**config.mk**
```make
export PLATFORM = sky130hd
export DESIGN_NAME = proc_run_ctrl
export DESIGN_NICKNAME = d
export VERILOG_FILES = /design/src/rtl/proc_run_ctrl.sv
export SDC_FILE = /design/constraint.sdc
export NUM_CORES = 1
export LEC_CHECK = 0
export ABC_AREA = 0
export CORE_UTILIZATION = 30
export CTS_BUF_LIST = sky130_fd_sc_hd__clkbuf_2
export CTS_CLUSTER_SIZE = 25
export DETAILED_ROUTE_END_ITERATION = 10
export PLACE_DENSITY = 0.52
export SLEW_MARGIN = 20
export SYNTH_ARGS = -nofsm -noshare
export SYNTH_HDL_FRONTEND = slang
export SYNTH_SLANG_ARGS = --single-unit
```
**constraint.sdc**
```tcl
create_clock -name clk_in -period 2.8 [get_ports clk_in]
set_input_delay 0.28 -clock clk_in [delete_from_list [all_inputs] [get_ports clk_in]]
set_output_delay 0.28 -clock clk_in [all_outputs]
set_load 0.03 [all_outputs]
```
**src/rtl/proc_run_ctrl.sv**
```systemverilog
// Processor run controller: produces the clk_div8 enable for the clock/reset
// manager and sequences start delay, run, halt and single-step in the clk_in domain.
module proc_run_ctrl #(
  parameter int START_DELAY = 4,
  parameter int CNT_W       = 32
) (
  input  logic             clk_in,
  input  logic             rst_async_n,
  input  logic             rst_sync_n,
  input  logic             clk_div8,
  input  logic             start,
  input  logic             halt,
  input  logic             step,
  output logic             en_clk_div8,
  output logic             running,
  output logic             halted,
  output logic [CNT_W-1:0] proc_cycles,
  output logic [2:0]       dbg_state
);

  // The delay counter holds 0..START_DELAY-1; the last value plus one rise means "go".
  localparam int DLY_W = (START_DELAY > 1) ? $clog2(START_DELAY) : 1;
  localparam logic [DLY_W-1:0] DLY_LAST = (START_DELAY > 0) ? DLY_W'(START_DELAY - 1) : '0;

  typedef enum logic [2:0] {
    S_IDLE   = 3'd0,
    S_DELAY  = 3'd1,
    S_RUN    = 3'd2,
    S_STEP   = 3'd3,
    S_HALTED = 3'd4
  } state_t;

  state_t           r_state;
  state_t           w_state_nxt;
  logic             r_div8_q;
  logic             w_rise;
  logic             r_halt_pend;
  logic             w_halt_pend_nxt;
  logic [DLY_W-1:0] r_dly_cnt;
  logic [DLY_W-1:0] w_dly_nxt;
  logic             w_clr_cnt;
  logic             w_en_nxt;
  logic             r_en;
  logic             r_running;
  logic             r_halted;
  logic [CNT_W-1:0] r_cycles;

  // clk_div8 is treated as data; a rise is seen on the clk_in edge after it goes high.
  assign w_rise = clk_div8 & ~r_div8_q;

  always_ff @(posedge clk_in or negedge rst_async_n) begin
    if (!rst_async_n) begin
      r_state     <= S_IDLE;
      r_div8_q    <= 1'b0;
      r_halt_pend <= 1'b0;
      r_dly_cnt   <= '0;
    end else begin
      r_state     <= w_state_nxt;
      r_div8_q    <= clk_div8;
      r_halt_pend <= w_halt_pend_nxt;
      r_dly_cnt   <= w_dly_nxt;
    end
  end

  always_comb begin
    w_state_nxt     = r_state;
    w_halt_pend_nxt = 1'b0;
    w_dly_nxt       = r_dly_cnt;
    w_clr_cnt       = 1'b0;
    if (!rst_sync_n) begin
      w_state_nxt = S_IDLE;
    end else begin
      case (r_state)
        S_IDLE: begin
          // A coincident halt suppresses the start.
          if (start && !halt) begin
            w_clr_cnt   = 1'b1;
            w_dly_nxt   = '0;
            w_state_nxt = (START_DELAY == 0) ? S_RUN : S_DELAY;
          end
        end
        S_DELAY: begin
          if (halt) begin
            w_state_nxt = S_HALTED;
          end else if (w_rise) begin
            if (r_dly_cnt == DLY_LAST) begin
              w_state_nxt = S_RUN;
            end else begin
              w_dly_nxt = r_dly_cnt + 1'b1;
            end
          end
        end
        S_RUN: begin
          // Halt only lands on a clk_div8 rise so the last enabled edge is whole.
          if (w_rise && (halt || r_halt_pend)) begin
            w_state_nxt = S_HALTED;
          end else begin
            w_halt_pend_nxt = r_halt_pend | halt;
          end
        end
        S_STEP: begin
          if (w_rise) begin
            w_state_nxt = S_HALTED;
          end
        end
        S_HALTED: begin
          if (halt) begin
            w_state_nxt = S_HALTED;
          end else if (start) begin
            w_state_nxt = S_RUN;
          end else if (step) begin
            w_state_nxt = S_STEP;
          end
        end
        default: begin
          w_state_nxt = S_IDLE;
        end
      endcase
    end
  end

  assign w_en_nxt = (w_state_nxt == S_RUN) || (w_state_nxt == S_STEP);

  // Outputs are registered decodes of the next state, so they track r_state exactly.
  always_ff @(posedge clk_in or negedge rst_async_n) begin
    if (!rst_async_n) begin
      r_en      <= 1'b0;
      r_running <= 1'b0;
      r_halted  <= 1'b0;
    end else begin
      r_en      <= w_en_nxt;
      r_running <= w_en_nxt;
      r_halted  <= (w_state_nxt == S_HALTED);
    end
  end

  // Counts rises on which the manager would have latched an enable of 1.
  always_ff @(posedge clk_in or negedge rst_async_n) begin
    if (!rst_async_n) begin
      r_cycles <= '0;
    end else if (w_clr_cnt) begin
      r_cycles <= '0;
    end else if (w_rise && r_en) begin
      r_cycles <= r_cycles + CNT_W'(1);
    end
  end

  assign en_clk_div8 = r_en;
  assign running     = r_running;
  assign halted      = r_halted;
  assign proc_cycles = r_cycles;
  assign dbg_state   = r_state;

endmodule

```
==> flow_summary.yaml <==
clock_tree:
  clock-sinks: 41
  cts_tree: "yes"
  post_cts_buffers: 0
  ctsRootBufferMaster: "clkbuf_2"
  clk_latency_ns: 0.39
  post_cts_resized: 0
  cts_made_buffers: 5
  clk_pin_slew_worst_paths_ns: 0.21
  ctsHtreeMaxLevel: 2
  clock_path_buffers: 2
route:
  via_count: 1958
  drc: 0
  viasPerCell: 5.09
  ant_nets: 0
  wire_per_inst_um: 13.9
  drtIter0Drc: 71
  wirelength_mm: 5.37
  drt_pass1_iterations: 4
pwr:
  irDropWorstVdd_mv: 0.180
  finalPower_mw: 1.04
  p_leak_nw: 1.15
  powerDensity_nw_per_um2: 360
timing:
  relSlewSlack_pct: 59.1
  drv_slew: 0
  tns_ns: 0
  setup_viol_count_final: 0
  hold_viol: 0
  rsz0062_at_grt: "false"
  fin_worst_skew_ns: 0.0179
  fin_crit_sh_pct: 87.1
  fmax_ghz: 0.410
  period_minus_slack_ns: 2.44
  tightest_slew_ns: 0.612
synth:
  synth_largest_area_cell: "dfrtp_1"
  syn_avg_cell_area_um2: 9.35
  ys.warnings.count: 0
  synth_top_cell_area_share_pct: 45.7
  ys_types: 38
  yosysMostFrequentCell: "dfrtp_1"
  syn_inst: 240
  ys_seq_area_share_pct: 45.7
  async_flop_share_pct: 100
  synthTopCellsByArea: "dfrtp_1 46%, mux2i_1 4.9%, nand2_1 4.0%, nand2b_1 3.6%, a21oi_1 3.6%"
  ys_ff_latch: 41
  synth_enable_flop_cells: 0
  syn_nets: 249
  synth_common_cells: "41 x dfrtp_1, 24 x nand2_1, 18 x nor2_1"
  syn_area_um2: 2240
  ys.flop_type: "dfrtp_1"
critical_path:
  crit_chain: "ha_1 -> nand4b_4 -> or4_1 -> or4_1 -> a21oi_1"
  critPathCaptureType: "flop"
  critical_path.max_fanout: 16
  path_common_cell: "or4_1"
  reg2reg_depth: 5
  cp_slowest_cell: "or4_1"
  path_class: "reg2reg"
  critPathArrivalTime_ns: 2.75
  cpPeakStageDelay_ns: 0.81
  cp.required_ns: 3.11
  cp-start-kind: "flop"
grt:
  gr-usage-met1_pct: 21.6
  grt-ovfl-total: 0
  antenna_found_initial: 0
  grt_max_degree: 42
  grtUsageMet2_pct: 21.0
  grtUsageMet3_pct: 2.05
  grt_pass1_wl_mm: 8.74
  busiest_layer: "met1"
  first_global_vias: 1779
  track_usage_pct: 14.4
floorplan:
  io_pins: 45
  dieArea_um2: 7830
  start_util_pct: 30.9
  die_w_um: 88.5
  rows: 31
  die_h_um: 88.5
  coreArea_um2: 7250
placed_design:
  io_buffers: 44
  dpl.cell_count: 375
  hpwl_mm: 3.58
  gp_congestion: 0.792
final_layout:
  nNetsFinal: 294
  fin_cells: 385
  syn_to_final_growth_pct: 28.1
  n_antenna_cell: 0
  drive_gt1_share_pct: 5.94
min_path:
  min_path_type: "in2async"
job:
  drv_cap: 0
run_status:
  run_status: "completed"
through the flow:
| stage | setup WS (ns) | cell area [um^2] | hold slack [ns] | util, % |
|---|---|---|---|---|
| 5_1_grt | 0.179 | 2880 | 0.297 | 39.7 |
| 3_3_place_gp | 0.207 | 2780 | 0.498 | 38.4 |
| 2_1_floorplan | 0.506 | 2240 | -0.0156 | - |
| 3_5_place_dp | 0.136 | 2780 | 0.494 | 38.4 |
| 6_report | 0.362 | 2880 | 0.297 | 39.7 |
| 4_1_cts | 0.336 | 2850 | 0.0135 | 39.2 |
state kept, by name, indices dropped and copies added (netlist names):
register	cells
proc_cycles	32
dbg_state	3
r_dly_cnt	2
halted	1
r_div8_q	1
r_halt_pend	1
running	1
metal layers:
metal / part of all wire, % / routed length (um)
met1: 52 / 2810
met4: 0.95 / 51
met3: 2.3 / 126
met5: 0 / 0
met2: 44 / 2380
cells in the final DEF, fill, tap and decap left out, drive strengths merged, types with 2 or more instances in the layout:
cell type / n
a21oi: 16
and4: 5
buf: 7
clkbuf: 6
clkdlybuf4s50: 43
dfrtp: 41
ha: 2
inv: 6
mux2i: 11
nand2: 24
nand2b: 13
nand3: 12
nand3b: 2
nand4: 9
nor2: 18
nor2b: 2
nor3: 2
nor3b: 2
nor4: 10
o21ai: 6
o31ai: 10
or3: 4
or4: 11
xnor2: 4
xor2: 5
final cells by class:
cell class              instances  area [um^2]
repair buffers                 51          503
fillers                       748         4380
clock buffers                   6         30.0
flip-flops and latches         41         1030
inverters                       6         22.5
multi-input cells             180         1140
clock inverters                 2         33.8
well taps                      99          124
path summary, 6_finish.rpt:
path	start	to	slack (ns)
setup / recovery	proc_cycles[0]	proc_cycles[30]	0.36
hold / removal	rst_async_n	proc_cycles[17]	0.30
setup reg to reg	proc_cycles[0]	proc_cycles[30]	0.36
hold reg to reg	r_dly_cnt[1]	r_dly_cnt[1]	0.55
max in group asynchronous	rst_async_n	proc_cycles[23]	2.02
min in group clk_in	clk_div8	r_div8_q	0.45
cell families after synthesis:
logic type | synth area share [%]
simple gates | 30.3
flops | 45.7
compound gates | 10.3
buf+inv | 3.62
mux | 5.41
xor+xnor | 3.51
fa+ha+maj | 1.11
power breakdown:
part           switching, mW  leakage (nW)  internal [mW]
combinational         0.0477         0.544         0.0338
sequential           0.00844         0.569          0.600
clock                  0.194        0.0406          0.152
total                  0.250          1.15          0.786
critical path: cells and delay by family (launching register included):
family | cells | cell delay (ns)
AND/OR/NAND/NOR | 3 | 1.53
flip-flops | 1 | 0.46
AO/OA/AOI/OAI | 1 | 0.16
adder cells (fa/ha/maj) | 1 | 0.21
timing repair:
action                                  CTS  global route
endpoints found under the hold margin     0            13
hold buffers                              0             1
endpoints found under the setup margin    0             0
Note: power is estimated with default switching activity, not from simulation.
